$ cat config.mk
export PLATFORM = sky130hd
export DESIGN_NAME = sim_bench_template
export DESIGN_NICKNAME = d
export VERILOG_FILES = /design/src/rtl/sim_bench_pkg.sv /design/src/rtl/sim_tick_gen.sv /design/src/rtl/sim_bench_template.sv
export SDC_FILE = /design/constraint.sdc
export NUM_CORES = 1
export LEC_CHECK = 0
export BUFFER_PORTS_ARGS = -buffer_cell sky130_fd_sc_hd__buf_2
export CORE_MARGIN = 4
export CORE_UTILIZATION = 56
export DETAILED_ROUTE_END_ITERATION = 10
export PLACE_DENSITY = 0.9
export SETUP_SLACK_MARGIN = 0.1
export SLEW_MARGIN = 20
export SYNTH_ARGS = -nofsm -noshare
export SYNTH_HDL_FRONTEND = slang
export SYNTH_SLANG_ARGS = --single-unit
$ cat constraint.sdc
create_clock -name refclk -period 2.4 [get_ports refclk]
set_input_delay 0.24 -clock refclk [delete_from_list [all_inputs] [get_ports refclk]]
set_output_delay 0.24 -clock refclk [all_outputs]
set_load 0.01 [all_outputs]
$ cat src/rtl/sim_bench_pkg.sv
`default_nettype none
// ============================================================================
// Package : sim_bench_pkg -- shared state, report codes and report layout
// Rev     : 1.0
// ============================================================================
package sim_bench_pkg;

    typedef enum logic [1:0] {
        ST_IDLE = 2'd0,
        ST_RUN  = 2'd1,
        ST_DONE = 2'd2
    } state_t;

    localparam logic [7:0] c_code_idle = 8'h00;
    localparam logic [7:0] c_code_run  = 8'h01;
    localparam logic [7:0] c_code_done = 8'hD0;

    localparam int c_rpt_code_lsb = 24;
    localparam int c_rpt_err_lsb  = 16;
    localparam int c_rpt_tick_lsb = 0;

endpackage : sim_bench_pkg
`default_nettype wire

$ cat src/rtl/sim_tick_gen.sv
`default_nettype none
// ============================================================================
// Module : sim_tick_gen -- prescaler emitting a one-cycle strobe per PRESCALE
// Rev    : 1.0
// ============================================================================
module sim_tick_gen #(
    parameter int PRESCALE = 12
) (
    input  logic clk,
    input  logic rst,
    input  logic i_en,
    output logic o_tick
);

    localparam int                 c_cnt_w = $clog2(PRESCALE);
    localparam logic [c_cnt_w-1:0] c_last  = c_cnt_w'(PRESCALE - 1);

    logic [c_cnt_w-1:0] r_cnt;

    // Held at zero while disabled so the first strobe lands PRESCALE cycles after enable.
    always_ff @(posedge clk or negedge rst) begin
        if (!rst) begin
            r_cnt <= '0;
        end else if (!i_en || (r_cnt == c_last)) begin
            r_cnt <= '0;
        end else begin
            r_cnt <= r_cnt + 1'b1;
        end
    end

    assign o_tick = i_en && (r_cnt == c_last);

endmodule : sim_tick_gen
`default_nettype wire

$ cat src/rtl/sim_bench_template.sv
`default_nettype none
// ============================================================================
// Module : sim_bench_template -- pattern generator with shadow checker and CI status
// Rev    : 1.0
// ============================================================================
module sim_bench_template
    import sim_bench_pkg::*;
#(
    parameter int PRESCALE    = 12,
    parameter int START_DELAY = 16,
    parameter int RUN_TICKS   = 500,
    parameter int FORCE_ERROR = 0
) (
    input  logic        refclk,
    input  logic        rst,
    output logic        template_pin,
    output logic [3:0]  template_bus,
    output logic        sim_success,
    output logic        sim_done,
    output logic [31:0] sim_report
);

    localparam int                 c_dly_w     = (START_DELAY > 1) ? $clog2(START_DELAY) : 1;
    localparam logic [c_dly_w-1:0] c_dly_last  = c_dly_w'((START_DELAY > 0) ? START_DELAY - 1 : 0);
    localparam logic [15:0]        c_run_ticks = 16'(RUN_TICKS);
    localparam logic [15:0]        c_force_at  = 16'd100;

    state_t             r_state;
    logic [c_dly_w-1:0] r_dly;
    logic [4:0]         r_shadow;
    logic [7:0]         r_err;
    logic [15:0]        r_ticks;
    logic [7:0]         r_code;
    logic               r_pend;

    logic               w_run;
    logic               w_tick;
    logic [15:0]        w_ticks_nxt;
    logic [4:0]         w_expect;
    logic               w_mismatch;

    sim_tick_gen #(
        .PRESCALE (PRESCALE)
    ) u_tick (
        .clk    (refclk),
        .rst    (rst),
        .i_en   (w_run),
        .o_tick (w_tick)
    );

    always_comb begin
        w_run       = (r_state == ST_RUN);
        w_ticks_nxt = r_ticks + 16'd1;
        // Self-test hook: flip the expected LSB only for the check that follows tick 100.
        w_expect    = r_shadow ^ {4'd0, (FORCE_ERROR != 0) && (r_ticks == c_force_at)};
        w_mismatch  = r_pend && ({template_pin, template_bus} != w_expect);
    end

    always_ff @(posedge refclk or negedge rst) begin
        if (!rst) begin
            r_state      <= ST_IDLE;
            r_dly        <= '0;
            r_shadow     <= '0;
            r_err        <= '0;
            r_ticks      <= '0;
            r_code       <= c_code_idle;
            r_pend       <= 1'b0;
            template_pin <= 1'b0;
            template_bus <= '0;
            sim_success  <= 1'b0;
            sim_done     <= 1'b0;
        end else begin
            if (w_run && w_mismatch && (r_err != 8'hFF)) begin
                r_err <= r_err + 8'd1;
            end
            case (r_state)
                ST_IDLE: begin
                    if (r_dly == c_dly_last) begin
                        r_state <= ST_RUN;
                        r_code  <= c_code_run;
                    end else begin
                        r_dly <= r_dly + 1'b1;
                    end
                end
                ST_RUN: begin
                    r_pend <= w_tick;
                    if (w_tick) begin
                        r_shadow     <= r_shadow + 5'd1;
                        template_bus <= template_bus + 4'd1;
                        if (template_bus == 4'hF) begin
                            template_pin <= ~template_pin;
                        end
                        r_ticks <= w_ticks_nxt;
                        if (w_ticks_nxt == c_run_ticks) begin
                            r_state     <= ST_DONE;
                            r_code      <= c_code_done;
                            sim_done    <= 1'b1;
                            sim_success <= (r_err == 8'd0);
                        end
                    end
                end
                ST_DONE: begin
                    r_pend <= 1'b0;
                end
                default: begin
                    r_state <= ST_IDLE;
                end
            endcase
        end
    end

    always_comb begin
        sim_report                          = '0;
        sim_report[c_rpt_code_lsb +: 8]     = r_code;
        sim_report[c_rpt_err_lsb  +: 8]     = r_err;
        sim_report[c_rpt_tick_lsb +: 16]    = r_ticks;
    end

endmodule : sim_bench_template
`default_nettype wire

==> flow_metrics.py, run 1 <==
metrics = {
    "placement": {
        "io_buffers": 36,
        "gp_congestion": 0.8739,
        "dp_slack_ns": 0.08025,
        "dpl.hpwl_mm": 3.960,
    },
    "die": {
        "start_util_pct": 59.29,
        "die-area_um2": 5867,
        "die_w_um": 76.60,
        "io_pins": 41,
        "rows": 24,
        "die_h_um": 76.60,
        "coreArea_um2": 4444,
    },
    "yosys": {
        "syn-cell-area_um2": 2635,
        "synth-main-ff-cell": "dfrtp_1",
        "ys_seq_area_share_pct": 46.53,
        "synth-edff-count": 0,
        "synthTopCellsByArea": "dfrtp_1, xnor2_1, xor2_1",
        "ys_ff_latch": 49,
        "synth_area_leader_cell": "dfrtp_1",
        "async_reset_ff_share_pct": 100.0,
        "synth_top_area_share_pct": 46.53,
        "synth.distinct_cells": 48,
        "synthCells": 254,
        "ys_warn_count": 0,
        "synth_area_per_cell_um2": 10.37,
    },
    "finish": {
        "fillers": 326,
        "layout.nets": 307,
        "diodes": 0,
        "drive_gt1_share_pct": 24.07,
        "area_delta_synth_final_pct": 16.14,
    },
    "drt": {
        "wl_per_cell_um": 16.89,
        "drtPass1Iterations": 4,
        "drcViolationCount": 0,
        "ant_nets": 0,
        "viasPerCell": 6.003,
        "finalWirelength_mm": 5.862,
        "vias": 2083,
        "drt_iter0_drc": 248,
    },
    "worst_setup_path": {
        "cp-end-kind": "flip-flop",
        "critPathMaxStageDelay_ns": 0.54,
        "cp.required_ns": 2.61,
        "critPathArrivalTime_ns": 2.46,
        "slowest_stage": "or4b_1",
        "path_max_fanout": 7,
        "start_kind": "flip-flop",
        "worstPathCellList": "nand2_2, or4b_1, a311o_1, o2111ai_2, nor4_4, buf_4, or2_1",
        "critPathKind": "reg2reg",
    },
    "sta": {
        "rsz0062_at_grt": "false",
        "finalHoldViolCount": 0,
        "slew_headroom_pct": 58.67,
        "max_freq_mhz": 444.0,
        "worst_slew_pin_slew_ns": 0.6171,
        "setup_viol": 0,
        "final_max_slew_viol_count": 0,
        "min_period_ns": 2.252,
        "skew_ns": 0.01353,
        "fin_crit_sh_pct": 93.84,
        "tns_ns": 0,
        "layout_setup_ws_ns": 0.1478,
    },
    "grt": {
        "gr-total-overflow": 0,
        "grt_util_all_layers_pct": 20.64,
        "grt_pass1_wl_mm": 9.749,
        "grt_max_degree": 30,
        "grt_antenna_before_repair": 0,
        "grt_pass1_vias": 1957,
    },
    "flow_run": {
        "cap_violations": 0,
    },
    "run_status": {
        "status": "completed",
    },
    "power": {
        "cellPowerDensity_nw_per_um2": 480.6,
        "power.leakage_nw": 1.454,
        "peakVddDrop_mv": 0.3774,
    },
    "cts": {
        "cts_sinks": 49,
        "cts.clk_slew.worst_paths_ns": 0.10,
        "cts_tree": "built",
        "worstSkewPairLatency_ns": 0.31,
        "cts_root_buf": "clkbuf_8",
        "clk_path_buf_depth": 2,
        "htree_num_levels": 2,
        "cts_buffers": 5,
    },
    "worst_hold_path": {
        "hp-class": "in2async",
    },
}
[synth_stat cells (all sizes together), types with 6 or more instances]
cell   count
nand3      8
and3       8
and4       6
buf        9
nor2      17
dfrtp     49
nand4     14
xor2      16
inv        6
nand2     28
ha        11
xnor2     26
[per-layer routing]
| layer | wire length, um | part of all wire [%] | track usage (%) | up-vias |
|---|---|---|---|---|
| met5 | 0 | 0 | 0 | - |
| li1 | - | - | - | 967 |
| met3 | 295 | 5.0 | 3.546 | 14 |
| met4 | 151 | 2.6 | 8.696 | 0 |
| met2 | 2913 | 50 | 33.30 | 79 |
| met1 | 2502 | 43 | 27.44 | 1023 |
[cell families after synthesis]
| kind of cell | Yosys count | share of synthesized area, % |
|---|---|---|
| flops | 49 | 46.53 |
| mux | 3 | 1.424 |
| simple gates | 104 | 22.22 |
| compound gates | 24 | 6.648 |
| buf+inv | 20 | 3.846 |
| xor+xnor | 42 | 13.96 |
| fa+ha+maj | 11 | 5.223 |
| other cells | 1 | 0.1423 |
[per-stage QoR]
| stage | total power [mW] | instances | area, um^2 | utilization, % | hold WS [ns] |
|---|---|---|---|---|---|
| 5_1_grt | 1.517 | 347 | 3060 | 68.86 | 0.4601 |
| 4_1_cts | 1.477 | 347 | 3012 | 67.76 | 0.4060 |
| 3_5_place_dp | 0.8622 | 337 | 2858 | 64.30 | 0.2078 |
| 6_report | 1.471 | 347 | 3060 | 68.86 | 0.3950 |
| 3_3_place_gp | 0.8615 | 337 | 2858 | 64.30 | 0.2020 |
| 2_1_floorplan | 0.8490 | 257 | 2646 | - | -0.05559 |
[report_power, final]
| group | switching (mW) | internal (mW) | leakage, nW | total [mW] |
|---|---|---|---|---|
| clock network | 0.286 | 0.339 | 0.0574 | 0.625 |
| logic | 0.0185 | 0.00269 | 0.776 | 0.0212 |
| registers | 0 | 0.825 | 0.620 | 0.825 |
| total | 0.304 | 1.17 | 1.45 | 1.47 |
[sequential cells by signal, indices dropped and copies added, names as in the netlist]
register,flops
sim_success,1
sim_done,1
r_err,8
r_ticks,16
r_pend,1
u_tick.r_cnt,4
r_code,2
r_shadow,5
r_state,2
template_pin,1
template_bus,4
r_dly,4
[area by class of cell]
type                       instances  area [um^2]  area share, %
sequential                        49         1232          40.27
inverter                           6        22.52         0.7359
timing repair buffer              44        242.7          7.931
clock inverter                     2        37.54          1.226
multi-input combinational        188         1378          45.01
clock buffer                       6        82.58          2.698
tap                               52        65.06          2.126
[placed cells by master (no fill, tap or decap), types with 7 or more instances in the layout]
| cell | netlist | final |
|---|---|---|
| buf_2 | 3 | 36 |
| nand3_1 | 7 | 7 |
| and3_1 | 8 | 8 |
| dfrtp_1 | 49 | 44 |
| nand4_1 | 14 | 14 |
| nand2_1 | 27 | 27 |
| buf_4 | 6 | 7 |
| xnor2_1 | 26 | 26 |
| ha_1 | 11 | 9 |
| xor2_1 | 16 | 16 |
| nor2_1 | 17 | 17 |
[worst paths after layout]
kind	slack, ns	depth (start not counted)	start	endpoint
setup / recovery	0.15	7	r_ticks[4]	sim_done
hold / removal	0.39	2	rst	r_ticks[15]
setup reg to reg	0.15	7	r_ticks[4]	sim_done
hold reg to reg	0.49	1	u_tick.r_cnt[0]	u_tick.r_cnt[0]
max in group asynchronous	1.24	3	rst	r_ticks[3]
min in group refclk	0.49	1	u_tick.r_cnt[0]	u_tick.r_cnt[0]
[worst max-delay path, delay by kind of cell (launching register included)]
| kind | cells | cell delay [ns] |
|---|---|---|
| compound gates | 2 | 0.53 |
| buf+inv | 1 | 0.15 |
| simple gates | 4 | 0.99 |
| flops | 1 | 0.49 |
[timing repair]
action                                  in CTS  in global routing
pin swaps                                    1                  2
endpoints found under the hold margin       20                  0
resized for setup                            5                 10
setup buffers                                1                  0
hold buffers                                 1                  0
endpoints found under the setup margin       2                  7
No activity file was read; power rests on OpenSTA's default activity.
==> inputs of run 2 (changes only) <==
- CELL_PAD_IN_SITES_DETAIL_PLACEMENT: not set -> 0
- CELL_PAD_IN_SITES_GLOBAL_PLACEMENT: not set -> 1
- CORE_UTILIZATION: 56 -> 44
==> flow_metrics.py, run 2 (synthesized netlist as in run 1, its figures left out) <==
metrics = {
    "placement": {
        "dpl.hpwl_mm": 3.753,
        "io_buffers": 36,
        "gp_congestion": 0.8097,
    },
    "finish": {
        "top_regs": "r_ticks: 16 flops, r_err: 8 flops, r_shadow: 5 flops",
        "area_delta_synth_final_pct": 17.00,
        "fillers": 500,
        "layout.nets": 313,
        "mostFrequentLayoutCells": "dfrtp_1, buf_2, nand2_1",
        "diodes": 0,
        "regMostFlops": "r_ticks",
        "drive_gt1_share_pct": 24.33,
        "final_common_cell": "dfrtp_1",
        "largest_reg_flops": 16,
    },
    "die": {
        "die_h_um": 85.39,
        "die_w_um": 85.39,
        "start_util_pct": 46.71,
        "die-area_um2": 7291,
        "io_pins": 41,
        "rows": 27,
        "coreArea_um2": 5642,
    },
    "cts": {
        "cts.clk_slew.worst_paths_ns": 0.08,
        "htree_num_levels": 2,
        "cts_tree": "built",
        "cts_root_buf": "clkbuf_8",
        "worstSkewPairLatency_ns": 0.29,
        "clk_path_buf_depth": 2,
        "cts_buffers": 5,
        "cts_sinks": 49,
    },
    "grt": {
        "grt_antenna_before_repair": 0,
        "grt_pass1_vias": 1866,
        "grt_max_degree": 31,
        "gr-total-overflow": 0,
        "grt_util_all_layers_pct": 14.96,
        "grt_pass1_wl_mm": 8.880,
    },
    "worst_setup_path": {
        "critPathMaxStageDelay_ns": 0.47,
        "start_kind": "flip-flop",
        "path_max_fanout": 8,
        "crit_buf_inv": 0,
        "r2r_start": "r_ticks[7]",
        "timing.rr.end": "sim_success",
        "crit_start": "r_ticks[7]",
        "cp-end-kind": "flip-flop",
        "worstPathCellList": "nand4_1, nor4_2, xnor2_1, nand2_1, nor4_4, mux2_4",
        "path_delay_family": "simple AND/OR/NAND/NOR gates",
        "rr_worst_depth": 6,
        "critPathArrivalTime_ns": 2.42,
        "r2r_setup_slack_ns": 0.17,
        "cp-endpoint": "sim_success",
        "cp.required_ns": 2.58,
        "slowest_stage": "dfrtp_1",
        "crit_cells": 6,
        "critPathKind": "reg2reg",
    },
    "power": {
        "power.leakage_nw": 1.474,
        "cellPowerDensity_nw_per_um2": 431.1,
        "peakVddDrop_mv": 0.2273,
        "report.power.total_mw": 1.329,
    },
    "sta": {
        "fin_crit_sh_pct": 93.08,
        "skew_ns": 0.006494,
        "slew_headroom_pct": 57.31,
        "final_max_slew_viol_count": 0,
        "max_freq_mhz": 447.6,
        "min_period_ns": 2.234,
        "worst_slew_pin_slew_ns": 0.6403,
        "rsz0062_at_grt": "true",
        "finalHoldViolCount": 0,
        "setup_viol": 0,
        "tns_ns": 0,
    },
    "drt": {
        "wl_per_cell_um": 13.92,
        "route.met3.wl_um": 180,
        "viasPerCell": 5.358,
        "drcViolationCount": 0,
        "drtPass1Iterations": 4,
        "top_layer_used": "met4",
        "wl_met1_mm": 2.410,
        "drt_iter0_drc": 86,
        "vias": 1993,
        "ant_nets": 0,
        "wl_met2_mm": 2.496,
        "finalWirelength_mm": 5.178,
    },
    "run_status": {
        "status": "completed",
    },
    "flow_run": {
        "cap_violations": 0,
    },
    "worst_hold_path": {
        "hp-class": "reg2reg",
    },
}
==> run 2: changes by cell type in the layout (fill, tap and decap cells not counted) <==
cell / change
a2111oi_2: +1
a2111oi_4: -1
buf_4: +6
bufinv_16: -1
dfrtp_1: +2
dfrtp_2: -2
ha_1: +1
ha_2: -1
==> run 2: final cells by class <==
cell class / count / area (um^2) / area share, %
clock buffers: 6 / 82.58 / 2.679
multi-input cells: 188 / 1363 / 44.20
flip-flops and latches: 49 / 1230 / 39.89
inverters: 6 / 22.52 / 0.7305
repair buffers: 50 / 287.8 / 9.334
well taps: 72 / 90.09 / 2.922
clock inverters: 1 / 7.507 / 0.2435
==> run 2: how the worst min path moves through the flow <==
stage                      endpoint            start  cells past startpoint  slack, ns
floorplan                 r_code[0]              rst                      0      -0.06
global route        u_tick.r_cnt[0]  u_tick.r_cnt[0]                      1       0.51
global placement         r_ticks[4]              rst                      1       0.31
CTS                 u_tick.r_cnt[0]  u_tick.r_cnt[0]                      1       0.48
finish                     sim_done         sim_done                      1       0.47
detailed placement       r_ticks[4]              rst                      1       0.31
==> run 2: layer usage <==
metal	track usage (%)	vias up
met2	24.79	38
met4	5.468	0
met3	2.524	10
met5	0	-
li1	-	975
met1	19.60	970
==> run 2: worst register-to-register path, cell delays in order, from the launching register on <==
cell     delay (ns)
dfrtp_1        0.47
nand4_1        0.27
nor4_2         0.36
xnor2_1        0.19
nand2_1        0.15
nor4_4         0.36
mux2_4         0.33
==> run 2: report_power, final <==
group | switching [mW] | internal (mW) | leakage (nW)
clock network | 0.254 | 0.228 | 0.0433
registers | 0 | 0.825 | 0.624
logic | 0.0186 | 0.00374 | 0.807
total | 0.273 | 1.06 | 1.47
==> run 2: stage by stage <==
stage	hold WS (ns)	cell area, um^2	cells	setup WS [ns]	utilization (%)
after floorplan	-0.05559	2646	257	0.1235	-
after global placement	0.3055	2913	361	0.1963	51.63
after detailed placement	0.3058	2913	361	0.1485	51.63
after CTS	0.4801	3013	369	0.1032	53.40
after global routing	0.5077	3083	372	0.01139	54.65
final	0.4652	3083	372	0.1661	54.65
==> run 2: repair_timing <==
item | 4_1_cts | 5_1_grt
hold buffers | 1 | 0
setup buffers | 0 | 3
gates resized for setup | 0 | 11
endpoints found under the setup margin | 0 | 3
endpoints found under the hold margin | 28 | 0
==> inputs of run 3 (changes only) <==
- CTS_BUF_LIST: not set -> sky130_fd_sc_hd__clkbuf_16
==> flow_metrics.py, run 3 (synthesized netlist as in run 1, its figures left out) <==
metrics = {
    "run_status": {
        "status": "finished, violations left",
        "violations": "negative hold slack",
    },
    "sta": {
        "fin_crit_sh_pct": 94.73,
        "slew_headroom_pct": 56.73,
        "min_period_ns": 2.274,
        "setup_viol": 0,
        "hold_slack_ns": -0.01944,
        "rsz0062_at_grt": "true",
        "max_freq_mhz": 439.8,
        "skew_ns": 0.005578,
        "final_max_slew_viol_count": 0,
        "layout_setup_ws_ns": 0.1264,
        "finalHoldViolCount": 28,
        "worst_slew_pin_slew_ns": 0.6490,
    },
    "finish": {
        "top_regs": "r_ticks: 16 flops, r_err: 8 flops, r_shadow: 5 flops",
        "final_common_cell": "dfrtp_1",
        "drive_gt1_share_pct": 23.41,
        "fillers": 500,
        "stdcell_count": 371,
        "mostFrequentLayoutCells": "dfrtp_1, buf_2, nand2_1",
        "regMostFlops": "r_ticks",
        "diodes": 0,
        "largest_reg_flops": 16,
        "layout.nets": 312,
        "area_delta_synth_final_pct": 17.62,
    },
    "grt": {
        "grt_antenna_before_repair": 0,
        "use_met3_pct": 3.107,
        "grt.met1_usage_pct": 20.22,
        "grt_util_all_layers_pct": 14.98,
        "grt_pass1_wl_mm": 8.976,
        "gr-total-overflow": 0,
        "met2_usage_pct": 24.58,
        "busiest_layer": "met2",
        "grt_pass1_vias": 1861,
        "grt_max_degree": 31,
    },
    "drt": {
        "wl_per_cell_um": 14.27,
        "drcViolationCount": 0,
        "drtPass1Iterations": 4,
        "drt_iter0_drc": 112,
        "viasPerCell": 5.356,
        "ant_nets": 0,
        "vias": 1987,
        "finalWirelength_mm": 5.294,
    },
    "worst_setup_path": {
        "path_delay_family": "simple AND/OR/NAND/NOR gates",
        "cp-end-kind": "flip-flop",
        "cp.required_ns": 2.56,
        "slowest_stage": "dfrtp_1",
        "critPathKind": "reg2reg",
        "start_kind": "flip-flop",
        "crit_buf_inv": 0,
        "critPathArrivalTime_ns": 2.44,
        "worstPathCellList": "nand4_1, nor4_2, xnor2_1, nand2_1, nor4_4, mux2_4",
        "critPathMaxStageDelay_ns": 0.49,
        "path_max_fanout": 10,
    },
    "flow_run": {
        "cap_violations": 0,
    },
    "die": {
        "die_w_um": 85.39,
        "die_h_um": 85.39,
        "start_util_pct": 46.71,
        "die-area_um2": 7291,
        "io_pins": 41,
        "coreArea_um2": 5642,
        "rows": 27,
    },
    "placement": {
        "dp_slack_ns": 0.1485,
        "io_buffers": 36,
        "placedCellCount": 361,
        "dpl.hpwl_mm": 3.753,
        "gp_congestion": 0.8097,
    },
    "power": {
        "power.leakage_nw": 1.491,
        "cellPowerDensity_nw_per_um2": 486.1,
        "peakVddDrop_mv": 0.3367,
    },
    "cts": {
        "cts_root_buf": "clkbuf_16",
        "cts_buffers": 5,
        "htree_num_levels": 2,
        "cts_tree": "built",
        "hold_buffers": 0,
        "clk_path_buf_depth": 2,
        "cts_sinks": 49,
        "cts.clk_slew.worst_paths_ns": 0.06,
        "worstSkewPairLatency_ns": 0.28,
    },
    "worst_hold_path": {
        "hp-class": "in2async",
    },
}
[run 3: cell count changes in the layout (fill, tap and decap cells not counted), sizes merged]
cell and delta:
clkbuf -1, clkinv +1, dlygate4sd3 -1
[run 3: worst paths after layout]
check / from / end / slack [ns] / depth (start not counted)
worst min-delay path: rst / r_ticks[4] / -0.02 / 1
worst max register to register: r_ticks[5] / sim_success / 0.13 / 6
worst min register to register: sim_done / sim_done / 0.46 / 1
max in group asynchronous: rst / r_ticks[12] / 1.81 / 2
worst max-delay path: r_ticks[5] / sim_success / 0.13 / 6
min in group refclk: sim_done / sim_done / 0.46 / 1
[run 3: through the flow]
| stage | power, mW | setup TNS, ns | area [um^2] | hold WS, ns | util [%] |
|---|---|---|---|---|---|
| after floorplan | 0.8490 | 0 | 2646 | -0.05559 | - |
| after global placement | 0.8634 | 0 | 2913 | 0.3055 | 51.63 |
| after detailed placement | 0.8639 | 0 | 2913 | 0.3058 | 51.63 |
| after CTS | 1.526 | 0 | 3050 | 0.0003681 | 54.07 |
| after global routing | 1.565 | -0.005782 | 3099 | 0.04676 | 54.93 |
| final | 1.507 | 0 | 3099 | -0.01944 | 54.93 |
[run 3: report_power, final]
part / internal (mW) / switching [mW]
Sequential: 0.826 / 0
Clock: 0.376 / 0.283
Combinational: 0.00270 / 0.0186
Total: 1.20 / 0.302
[run 3: area by class of cell]
cell class | count | area [um^2] | area share, %
Multi-Input combinational cell | 188 | 1345 | 43.40
Sequential cell | 49 | 1227 | 39.60
Timing Repair Buffer | 49 | 277.8 | 8.962
Clock buffer | 5 | 125.1 | 4.037
Tap cell | 72 | 90.09 | 2.907
Inverter | 6 | 22.52 | 0.7267
Clock inverter | 2 | 11.26 | 0.3633
[run 3: repair_timing]
item,4_1_cts,5_1_grt
pin swaps,0,2
setup endpoints to repair,1,3
buffers inserted,0,3
resized for setup,1,6
[run 3: routing by layer]
layer  part of all wire, %  vias up  wire length, um
met5                     0        -                0
met1                    46      972             2447
met4                  0.77        0               41
met3                   4.1        4              218
li1                      -      968                -
met2                    49       43             2586
[run 3: worst reg2reg max path, cell delays in order, from the launching register on]
cell	delay (ns)
dfrtp_1	0.49
nand4_1	0.29
nor4_2	0.37
xnor2_1	0.18
nand2_1	0.15
nor4_4	0.36
mux2_4	0.33
